### src/rtl/icache_responder_if.sv
// icache_responder_if: fetch-side, memory-side and statistics signals of the instruction cache
interface icache_responder_if #(parameter int CNTW = 16);
  logic            imemREN;
  logic [31:0]     imemaddr;
  logic            flush;
  logic            ihit;
  logic [31:0]     imemload;
  logic            iREN;
  logic [31:0]     iaddr;
  logic            iwait;
  logic [31:0]     iload;
  logic [CNTW-1:0] hit_count;
  logic [CNTW-1:0] miss_count;
  modport slave (
    input  imemREN, imemaddr, flush, iwait, iload,
    output ihit, imemload, iREN, iaddr, hit_count, miss_count
  );
  modport master (
    output imemREN, imemaddr, flush, iwait, iload,
    input  ihit, imemload, iREN, iaddr, hit_count, miss_count
  );
endinterface

### src/rtl/icache_responder.sv
// icache_responder: direct-mapped one-word-per-line instruction cache with a blocking single-read miss fill
module icache_responder #(
  parameter int NSETS = 16,
  parameter int CNTW  = 16
) (
  input logic CLK,
  input logic RST,
  icache_responder_if.slave bus
);
  localparam int IDXW = $clog2(NSETS);
  localparam int TAGW = 30 - IDXW;
  typedef enum logic {IDLE, FETCH} state_t;
  state_t           state;
  logic [NSETS-1:0] valid;
  logic [TAGW-1:0]  tags [NSETS];
  logic [31:0]      data [NSETS];
  logic [31:0]      addr;
  logic [CNTW-1:0]  hits;
  logic [CNTW-1:0]  misses;
  logic [IDXW-1:0]  idx;
  logic [IDXW-1:0]  cidx;
  logic [TAGW-1:0]  tag;
  logic [TAGW-1:0]  ctag;
  logic             hit;
  logic             miss;
  logic             fill;
  assign idx  = bus.imemaddr[IDXW+1:2];
  assign tag  = bus.imemaddr[31:IDXW+2];
  assign cidx = addr[IDXW+1:2];
  assign ctag = addr[31:IDXW+2];
  // flush suppresses both the hit and a new miss in the same cycle
  always_comb begin
    hit  = state == IDLE && bus.imemREN && !bus.flush && valid[idx] && tags[idx] == tag;
    miss = state == IDLE && bus.imemREN && !bus.flush && !hit;
    fill = state == FETCH && !bus.flush && !bus.iwait;
  end
  assign bus.ihit       = hit;
  assign bus.imemload   = hit ? data[idx] : 32'h0;
  assign bus.iREN       = state == FETCH;
  assign bus.iaddr      = addr;
  assign bus.hit_count  = hits;
  assign bus.miss_count = misses;
  always_ff @(posedge CLK) begin
    if (RST) begin
      state  <= IDLE;
      valid  <= '0;
      addr   <= '0;
      hits   <= '0;
      misses <= '0;
    end else begin
      state  <= miss ? FETCH : (state == FETCH && (bus.flush || !bus.iwait)) ? IDLE : state;
      valid  <= bus.flush ? '0 : fill ? valid | (NSETS'(1) << cidx) : valid;
      addr   <= miss ? bus.imemaddr & ~32'h3 : addr;
      hits   <= hits + CNTW'(hit && !(&hits));
      misses <= misses + CNTW'(miss && !(&misses));
    end
  end
  // tag/data arrays carry no reset; valid alone qualifies them
  always_ff @(posedge CLK) begin
    if (fill && !RST) begin
      tags[cidx] <= ctag;
      data[cidx] <= bus.iload;
    end
  end
endmodule

### src/flat_wrapper.sv
// flat-port wrapper written by rule: the top's interface ports become plain ports
module icache_responder_flat 
#(
  parameter int NSETS = 16,
  parameter int CNTW  = 16
)
  (CLK, RST, bus_imemREN, bus_imemaddr, bus_flush, bus_iwait, bus_iload, bus_ihit, bus_imemload, bus_iREN, bus_iaddr, bus_hit_count, bus_miss_count);
  icache_responder_if #(.CNTW(CNTW)) bus_i ();
  input logic CLK;
  input logic RST;
  input wire logic [$bits(bus_i.imemREN)-1:0] bus_imemREN;
  input wire logic [$bits(bus_i.imemaddr)-1:0] bus_imemaddr;
  input wire logic [$bits(bus_i.flush)-1:0] bus_flush;
  input wire logic [$bits(bus_i.iwait)-1:0] bus_iwait;
  input wire logic [$bits(bus_i.iload)-1:0] bus_iload;
  output wire logic [$bits(bus_i.ihit)-1:0] bus_ihit;
  output wire logic [$bits(bus_i.imemload)-1:0] bus_imemload;
  output wire logic [$bits(bus_i.iREN)-1:0] bus_iREN;
  output wire logic [$bits(bus_i.iaddr)-1:0] bus_iaddr;
  output wire logic [$bits(bus_i.hit_count)-1:0] bus_hit_count;
  output wire logic [$bits(bus_i.miss_count)-1:0] bus_miss_count;
  assign bus_i.imemREN = bus_imemREN;
  assign bus_i.imemaddr = bus_imemaddr;
  assign bus_i.flush = bus_flush;
  assign bus_i.iwait = bus_iwait;
  assign bus_i.iload = bus_iload;
  assign bus_ihit = bus_i.ihit;
  assign bus_imemload = bus_i.imemload;
  assign bus_iREN = bus_i.iREN;
  assign bus_iaddr = bus_i.iaddr;
  assign bus_hit_count = bus_i.hit_count;
  assign bus_miss_count = bus_i.miss_count;
  icache_responder #(.NSETS(NSETS), .CNTW(CNTW)) u_core (.CLK(CLK), .RST(RST), .bus(bus_i));
endmodule
### config.mk
export PLATFORM = sky130hd
export DESIGN_NAME = icache_responder_flat
export DESIGN_NICKNAME = d
export VERILOG_FILES = /design/src/rtl/icache_responder_if.sv /design/src/rtl/icache_responder.sv /design/src/flat_wrapper.sv
export SDC_FILE = /design/constraint.sdc
export NUM_CORES = 1
export LEC_CHECK = 0
export ABC_AREA = 1
export CAP_MARGIN = 15
export CORE_MARGIN = 2
export CORE_UTILIZATION = 51
export DETAILED_ROUTE_END_ITERATION = 8
export PLACE_DENSITY = 0.74
export SKIP_CTS_REPAIR_TIMING = 1
export SLEW_MARGIN = 20
export SYNTH_ARGS = -nofsm -noshare
export SYNTH_HDL_FRONTEND = slang
export SYNTH_SLANG_ARGS = --single-unit
### constraint.sdc
create_clock -name CLK -period 13.8 [get_ports CLK]
set_input_delay 2.76 -clock CLK [delete_from_list [all_inputs] [get_ports CLK]]
set_output_delay 2.76 -clock CLK [all_outputs]
set_load 0.05 [all_outputs]
==> impl_metrics.py, run 1 <==
metrics = {
    "run_status": {
        "outcome": "complete, no violations",
    },
    "floorplanning": {
        "rows": 104,
        "core_area_sq_um": 80680,
        "io_pins": 167,
        "start_util_pct": 51.63,
        "die_area_sq_um": 83980,
        "die_w_microns": 289.8,
        "die_h_microns": 289.8,
    },
    "cells_and_area": {
        "fill_cells": 6312,
        "area_growth_pct": 13.68,
        "fin_util_pct": 58.70,
        "post_route_cells_drive_above_1_share_pct": 6.987,
        "nets": 3782,
    },
    "setup_path": {
        "critPathMaxStageDelay_ns": 0.87,
        "critPathSlowestCell": "clkdlybuf4s50_1",
        "path_cells": "buf_2 -> buf_4 -> clkinv_2 -> buf_4 -> nand3_1 -> nand2_1 -> nand2_1 -> nand4_1 -> nor3_1 -> nand3_2 -> buf_4 -> nor3_2 -> clkdlybuf4s50_1",
        "startpoint": "bus_imemaddr[5]",
        "cp-end-kind": "output pin",
        "path_common_cell": "buf_4",
        "r2r_start": "u_core.tags[2][18]",
        "cp.required_ns": 11.04,
        "crit_buf_inv": 6,
        "critPathKind": "input pin to output pin",
        "start_kind": "input pin",
        "critPathMaxFanout": 53,
        "crit_family": "buffers and inverters",
        "crit_arrival_ns": 7.55,
    },
    "synthesis": {
        "synth-edff-count": 928,
        "ys_ff_latch": 1007,
        "syn-instance-count": 3624,
        "async_flop_share_pct": 0,
        "syn_area_sq_um": 41650,
        "yosysWarningCount": 0,
        "postSynthAreaPerCell_sq_um": 11.49,
        "yosysSeqAreaShare_pct": 70.70,
        "synth_largest_area_cell": "edfxtp_1",
        "synthTopCellsByCount": "nand2_1 (958), edfxtp_1 (928), nand3_1 (326)",
        "ys_types": 42,
        "synth_top_area_share_pct": 66.90,
        "yosys_most_used_dff": "edfxtp_1",
        "synth.most_common_cell": "nand2_1",
        "synthTopCellsByArea": "edfxtp_1 (67%), nand2_1 (8.6%), nand3_1 (3.9%), dfxtp_1 (3.8%), a21oi_1 (3.2%)",
    },
    "drt": {
        "drt-total-wl_microns": 107700,
        "drcViolationCount": 0,
        "first_iter_violations": 3113,
        "avgRoutedWirePerCell_microns": 22.18,
        "first_pass_iters": 6,
        "ant_nets": 0,
        "dr_total_vias": 28568,
        "routed_via_density": 5.885,
    },
    "sta": {
        "fin_skew_ns": 0.02358,
        "setup_violations": 0,
        "post-route-min-period_ns": 10.31,
        "hold_viol_final": 0,
        "slew_viol_final": 0,
        "tns_ns": 0,
        "fin_crit_sh_pct": 74.70,
        "tightest_slew_ns": 1.115,
        "relSlewSlack_pct": 25.64,
        "rsz0062_at_grt": "no",
        "fmax_mhz": 97.00,
        "setup_slack_ns": 3.491,
    },
    "cts": {
        "ctsHtreeMaxLevel": 3,
        "cts_buffers": 99,
        "clock-root-buffer": "clkbuf_16",
        "path_clk_slew_ns": 0.06,
        "cts_tree": "built",
        "clkLatencyLatePin_ns": 0.67,
        "clk_path_buf_depth": 3,
        "cts.sinks": 1007,
    },
    "power": {
        "peakVddDrop_uv": 114.7,
        "p_per_area_nw_per_um2": 137.9,
        "power_leakage_nw": 16.94,
    },
    "grt": {
        "antenna_found_initial": 1,
        "grt_pass1_vias": 27341,
        "grt_pass1_wl_microns": 160900,
        "grt-ovfl-total": 0,
        "grt_use_total_pct": 25.25,
        "grt_max_degree": 221,
    },
    "worst_hold_path": {
        "min_path_type": "flip-flop to flip-flop",
        "min-delay-start": "u_core.valid[6]",
    },
    "run": {
        "maxCapViolCount": 0,
    },
    "placed_design": {
        "dp_worst_setup_slack_ns": 3.534,
        "gp_congestion": 0.8831,
        "place_hpwl_microns": 54030,
        "port_buffers": 162,
    },
}
[routing by layer]
metal  global-route usage (%)  routed length, microns  share of wire (%)  vias to the layer above
met5                        0                      12              0.011                        -
met3                    4.144                    9172                8.5                      213
met2                    41.87                   52470                 49                     1389
met4                    8.564                    3119                2.9                        2
li1                         -                       -                  -                    12915
met1                    34.07                   42910                 40                    14049
[stage by stage]
step	hold WS (ns)	power, mW	instances	instance area, sq um
after floorplan	0.4264	3.677	3625	41660
final	0.4513	6.531	4854	47360
after global placement	0.4350	3.810	4667	43990
after CTS	0.4515	6.543	4853	47350
after detailed placement	0.4421	3.818	4667	43990
after global routing	0.4643	6.715	4853	47350
[flip-flops by register name, indices dropped and copies added, names as in the netlist]
register and flops:
u_core.data 512, u_core.tags 416, u_core.bus.iaddr 30, u_core.bus.hit_count 16, u_core.bus.miss_count 16, u_core.valid 16
u_core.bus.iREN 1
[final cells by class]
type	instances	area [sq um]	share of cell area, %
antenna	1	2.502	0.005284
sequential	1007	29450	62.19
clock buffer	126	2629	5.551
clock inverter	60	732.0	1.546
tap	1060	1326	2.801
multi-input combinational	2145	10290	21.74
timing repair buffer	204	1956	4.130
inverter	251	968.4	2.045
[layout by cell type, fill, tap and decap left out, types with 3 or more instances in the layout]
master           Yosys  routed
a21oi_1            270     270
a221oi_1           108     108
a311o_1             21      21
buf_4               12      41
bufinv_16            0      14
clkbuf_1            96      22
clkbuf_16            0      99
clkbuf_8             0       5
clkdlybuf4s50_1      0     157
clkinv_1             1      16
clkinv_2             0      18
clkinv_8             0       3
clkinvlp_4           0       6
dfxtp_1             79      79
edfxtp_1           928     928
ha_1                 5       5
inv_1              245     243
inv_2                4       3
inv_6                0       3
nand2_1            958     958
nand3_1            326     326
nand4_1             15      15
nor2_1             241     227
nor2_4               0      14
nor3_1              16      14
nor3_2              31      33
nor4_1               5       4
o211ai_1            18      18
o21ai_0             49      49
o21ai_1             23      23
o31ai_1             28      28
o32ai_1              4       4
or2_2                8       8
[cells by family after synthesis]
| logic type | share of synthesized area (%) |
|---|---|
| AO/OA/AOI/OAI | 7.882 |
| XOR/XNOR | 0.08412 |
| adder cells (fa/ha/maj) | 0.1502 |
| buffers and inverters | 4.914 |
| flip-flops | 70.70 |
| other | 0.009003 |
| AND/OR/NAND/NOR | 16.27 |
[worst register-to-register path: cells and delay by family, from the launching register on]
| family | cells | cell delay, ns |
|---|---|---|
| adder cells (fa/ha/maj) | 1 | 0.20 |
| AND/OR/NAND/NOR | 17 | 2.62 |
| buffers and inverters | 4 | 0.59 |
| flip-flops | 1 | 0.36 |
| AO/OA/AOI/OAI | 3 | 0.45 |
[power by group]
group	internal [mW]	switching, mW	total [mW]	leakage (nW)
Combinational	0.114	0.276	0.390	6.45
Clock	1.62	1.15	2.77	1.63
Sequential	3.34	0.0260	3.37	8.87
[path summary, 6_finish.rpt]
| path | end | slack, ns | cells past startpoint |
|---|---|---|---|
| setup / recovery | bus_imemload[12] | 3.49 | 13 |
| hold / removal | u_core.valid[6] | 0.45 | 2 |
| setup reg to reg | u_core.bus.hit_count[13] | 9.52 | 25 |
| hold reg to reg | u_core.valid[6] | 0.45 | 2 |
No activity file was read; power rests on OpenSTA's default activity.
==> run 2: changes to the inputs <==
--- a/config.mk
+++ b/config.mk
@@ -10,7 +10,7 @@
 export CORE_MARGIN = 2
 export CORE_UTILIZATION = 51
 export DETAILED_ROUTE_END_ITERATION = 8
-export PLACE_DENSITY = 0.74
+export PLACE_DENSITY = 0.76
 export SKIP_CTS_REPAIR_TIMING = 1
 export SLEW_MARGIN = 20
 export SYNTH_ARGS = -nofsm -noshare
==> constraint.sdc (replaced) <==
create_clock -name CLK -period 9.45 [get_ports CLK]
set_input_delay 1.89 -clock CLK [delete_from_list [all_inputs] [get_ports CLK]]
set_output_delay 1.89 -clock CLK [all_outputs]
set_load 0.05 [all_outputs]
==> impl_metrics.py, run 2 (same netlist as run 1, synthesis figures left out) <==
metrics = {
    "run_status": {
        "outcome": "complete, no violations",
    },
    "placed_design": {
        "port_buffers": 162,
        "post-place-cells": 4674,
        "dp_worst_setup_slack_ns": 1.315,
        "gp_congestion": 0.9134,
        "place_hpwl_microns": 55210,
    },
    "power": {
        "p_per_area_nw_per_um2": 197.0,
        "power_leakage_nw": 16.90,
        "peakVddDrop_uv": 157.6,
        "power_mw": 9.307,
    },
    "setup_path": {
        "critPathMaxFanout": 238,
        "crit_arrival_ns": 6.69,
        "ff2ff_path_depth": 25,
        "cp.required_ns": 7.56,
        "path_cells": "buf_8 -> inv_12 -> o21ai_0 -> nand3_1 -> nand3_1 -> nand2_1 -> nand2_1 -> nand4_1 -> nor2_1 -> nand4_4 -> buf_4 -> nor3_2 -> clkdlybuf4s50_1",
        "critPathMaxStageDelay_ns": 0.88,
        "critPathSlowestCell": "clkdlybuf4s50_1",
        "critPathKind": "input pin to output pin",
        "start_kind": "input pin",
        "cp-end-kind": "output pin",
    },
    "grt": {
        "grt_max_degree": 239,
        "grt-ovfl-total": 0,
        "antenna_found_initial": 2,
        "grt_use_total_pct": 25.51,
        "grt_pass1_wl_microns": 161300,
        "grt_pass1_vias": 26822,
    },
    "cells_and_area": {
        "fin_cells": 4856,
        "post_route_cells_drive_above_1_share_pct": 6.904,
        "nets": 3788,
        "top_register": "u_core.data",
        "fin_util_pct": 58.55,
        "layout_common_cells": "nand2_1 (958), edfxtp_1 (928), nand3_1 (326), a21oi_1 (270), inv_1 (243)",
        "area_growth_pct": 13.40,
        "largest_reg_flops": 512,
        "mostFrequentLayoutCell": "nand2_1",
    },
    "floorplanning": {
        "die_h_microns": 289.8,
        "core_area_sq_um": 80680,
        "io_pins": 167,
        "start_util_pct": 51.63,
        "rows": 104,
        "die_w_microns": 289.8,
        "die_area_sq_um": 83980,
    },
    "cts": {
        "clock-root-buffer": "clkbuf_16",
        "ctsHtreeMaxLevel": 3,
        "clk_path_buf_depth": 3,
        "cts_buffers": 98,
        "cts_tree": "built",
        "cts.sinks": 1007,
        "path_clk_slew_ns": 0.06,
        "clkLatencyLatePin_ns": 0.66,
    },
    "sta": {
        "rsz0062_at_grt": "no",
        "post-route-min-period_ns": 8.579,
        "setup_slack_ns": 0.8709,
        "fmax_mhz": 116.6,
        "hold_viol_final": 0,
        "tns_ns": 0,
        "fin_skew_ns": 0.02357,
        "relSlewSlack_pct": 0.03467,
        "tightest_slew_ns": 1.499,
        "slew_viol_final": 0,
        "fin_crit_sh_pct": 90.78,
        "setup_violations": 0,
    },
    "drt": {
        "first_pass_iters": 7,
        "drt-total-wl_microns": 108800,
        "ant_nets": 0,
        "routed_via_density": 5.879,
        "drcViolationCount": 0,
        "dr_total_vias": 28547,
        "first_iter_violations": 3602,
        "avgRoutedWirePerCell_microns": 22.41,
    },
    "run": {
        "maxCapViolCount": 0,
    },
    "worst_hold_path": {
        "min_path_cells": 2,
        "min_path_type": "flip-flop to flip-flop",
    },
}
[run 2: worst paths after layout]
kind / startpoint / end / slack [ns]
setup / recovery: bus_imemaddr[2] / bus_imemload[27] / 0.87
hold / removal: u_core.valid[13] / u_core.valid[13] / 0.45
setup reg to reg: u_core.tags[8][0] / u_core.bus.hit_count[13] / 5.31
hold reg to reg: u_core.valid[13] / u_core.valid[13] / 0.45
[run 2: metrics by stage]
step,hold WS [ns],instance area [sq um]
after detailed placement,0.4381,44090
after CTS,0.4475,47240
after floorplan,0.4264,41660
after global routing,0.4665,47240
after global placement,0.4339,44060
final,0.4500,47240
[run 2: where the power goes]
part,internal (mW),switching (mW)
Sequential,4.88,0.0384
Clock,2.19,1.62
Combinational,0.169,0.407
[run 2: worst max-delay path, delay by kind of cell]
family                 cells  cell delay (ns)
AOI/OAI and AO/OA          1             0.49
buffers and inverters      4             2.08
and+or+nand+nor            8             1.66
[run 2: routing by layer]
layer	vias up	share of wire (%)	global-route usage (%)
met1	13718	38	34.47
met4	4	2.8	8.436
li1	12945	-	-
met5	-	0.020	0
met2	1633	49	42.47
met3	247	9.9	4.050
[run 2: cell type report]
type / instances / area [sq um]
Fill cell: 6271 / 33440
Sequential cell: 1007 / 29450
Multi-Input combinational cell: 2145 / 10290
Clock buffer: 139 / 2748
Timing Repair Buffer: 211 / 2056
Tap cell: 1060 / 1326
Inverter: 251 / 968.4
Clock inverter: 42 / 395.4
Antenna cell: 1 / 2.502
==> patch (config.mk and constraints of run 1) <==
`CNTW` is set to 16 in 3 places; all go to 8.
--- a/src/rtl/icache_responder_if.sv
+++ b/src/rtl/icache_responder_if.sv
@@ -1,5 +1,5 @@
 // icache_responder_if: fetch-side, memory-side and statistics signals of the instruction cache
-interface icache_responder_if #(parameter int CNTW = 16);
+interface icache_responder_if #(parameter int CNTW = 8);
   logic            imemREN;
   logic [31:0]     imemaddr;
   logic            flush;
--- a/src/rtl/icache_responder.sv
+++ b/src/rtl/icache_responder.sv
@@ -1,7 +1,7 @@
 // icache_responder: direct-mapped one-word-per-line instruction cache with a blocking single-read miss fill
 module icache_responder #(
   parameter int NSETS = 16,
-  parameter int CNTW  = 16
+  parameter int CNTW  = 8
 ) (
   input logic CLK,
   input logic RST,
--- a/src/flat_wrapper.sv
+++ b/src/flat_wrapper.sv
@@ -2,7 +2,7 @@
 module icache_responder_flat 
 #(
   parameter int NSETS = 16,
-  parameter int CNTW  = 16
+  parameter int CNTW  = 8
 )
   (CLK, RST, bus_imemREN, bus_imemaddr, bus_flush, bus_iwait, bus_iload, bus_ihit, bus_imemload, bus_iREN, bus_iaddr, bus_hit_count, bus_miss_count);
   icache_responder_if #(.CNTW(CNTW)) bus_i ();
Interface: changed (resized bus_hit_count and bus_miss_count); port bits go from 167 to 151. No check against the original RTL was run, so the function may have changed too.
==> patch against run 1 <==
Total power decreased by 3.6%; global-route usage down 0.18 points; largest cell class unchanged; critical path type unchanged; critical endpoint is now bus_imemload[16]; setup slack got worse by 0.25 ns; synthesized area decreased by 2.7%; sequential cell count shrank 16; highest routed layer unchanged; cell count fell by 4.2%; combinational power fell by 3%; routed wire length is 3.4% lower; cell area decreased by 3.3%; clock power fell by 6%.
==> patch: results (changes against run 1) <==
result of the run=finished clean; detailed-routing iteration count for the pre-antenna-repair pass=6 (unchanged); xor and xnor fraction of the mapped netlist area=0.000216 (-0.000625); FILL cells=6171 (-2.2%); Max FO, Critical Path=73 (+38%); worst clock skew=0.0154 ns (-0.00820 ns); HPWL after DPL=51700 µm (-4.4%); Vias=27200 (-4.7%); number of nets in the finished design=3588 (-5.1%); leakage power figure=0.0162 µW (-4.3%); slowest library cell on the worst path=sky130_fd_sc_hd__buf_4; routability congestion estimate=0.854 (-3.3%); Port Buffers=146 (-9.9%); sequential cell area fraction in the yosys report=0.719 (+0.0118); list of most frequent post-synthesis cells=sky130_fd_sc_hd__edfxtp_1, sky130_fd_sc_hd__nand2_1, sky130_fd_sc_hd__a21oi_1; fraction of synthesized area in multiplexers=0 (unchanged); detail-routed net length per standard cell=22.4 µm (+0.91%); placement-stage cell area=0.0427 mm² (-3.0%); Max-slew headroom=0.219 (-0.0372); GRT Overall Usage=0.251 (-0.00182); data arrival time of the worst path=7.80 ns (+0.25 ns); via count of the first global-routing pass=25800 (-5.8%); Max IR drop VDD=0.118 mV (+2.7%); global-route wire length before repair=155000 µm (-3.5%); Post-Synth Adder-Cell Area=0.00123 (-0.000267); area fraction in compound gates after synthesis=0.0873 (+0.00846)
-- patch: cell count changes in the layout (fill, tap and decap cells not counted), sizes merged, moves of 7 or more --
cell | run 1 | this run
nand2 | 959 | 880
o21ai | 72 | 81
nor2 | 241 | 206
nand4 | 16 | 9
nor3 | 47 | 40
nand3 | 327 | 297
a21oi | 270 | 299
clkdlybuf4s50 | 157 | 141
dfxtp | 79 | 63
inv | 252 | 221
o211ai | 18 | 26
-- patch: worst min-delay path, stage by stage, from the launching register on --
cell and delay [ns]:
sky130_fd_sc_hd__dfxtp_1 0.30, sky130_fd_sc_hd__inv_1 0.05, sky130_fd_sc_hd__a21oi_1 0.05
-- patch: path summary, 6_finish.rpt --
| check | start | end | slack, ns | cells after the start |
|---|---|---|---|---|
| setup / recovery | bus_imemaddr[3] | bus_imemload[16] | 3.24 | 12 |
| setup reg to reg | u_core.tags[2][2] | u_core.bus.hit_count[6] | 10.17 | 19 |
| hold / removal | u_core.valid[6] | u_core.valid[6] | 0.45 | 2 |
| hold reg to reg | u_core.valid[6] | u_core.valid[6] | 0.45 | 2 |
-- patch: final cells by class --
class / instances / share of cell area
well taps: 1050 / 0.0287
flip-flops and latches: 991 / 0.636
multi-input cells: 2017 / 0.209
clock inverters: 54 / 0.0119
clock buffers: 127 / 0.0559
repair buffers: 189 / 0.0397
inverters: 219 / 0.0184
diodes: 2 / 0.000109
-- patch: metrics by stage --
| stage | worst slack [ns] | std cells | power (µW) |
|---|---|---|---|
| after floorplan | 5.70 | 3450 | 3620 |
| after global placement | 3.37 | 4465 | 3750 |
| after detailed placement | 3.22 | 4466 | 3760 |
| after CTS | 3.23 | 4647 | 6310 |
| after global routing | 2.90 | 4649 | 6460 |
| final | 3.24 | 4649 | 6290 |
-- patch: power breakdown --
group / leakage, µW / total (µW) / switching [µW] / internal, µW
combinational: 0.00599 / 378 / 267 / 111
sequential: 0.00873 / 3320 / 26.0 / 3300
clock: 0.00150 / 2590 / 1100 / 1500
total: 0.0162 / 6290 / 1390 / 4900
-- patch: logic make-up (layout without fill, tap and decap cells) --
family                     count (synthesis)  in the layout
AOI/OAI and AO/OA                        572            572
xor gates and xnor gates                   1              1
adders and majority gates                  4              4
buffers and inverters                    442            589
DFF                                      991            991
other                                      1              4
and+or+nand+nor                         1438           1438
-- patch: metal layers --
metal  wire length (µm)  part of all wire  global-route usage
met1              41200              0.40               0.338
met2              50800              0.49               0.419
met3               8920             0.086              0.0356
met4               3160             0.030              0.0873
met5                 11           0.00011                   0
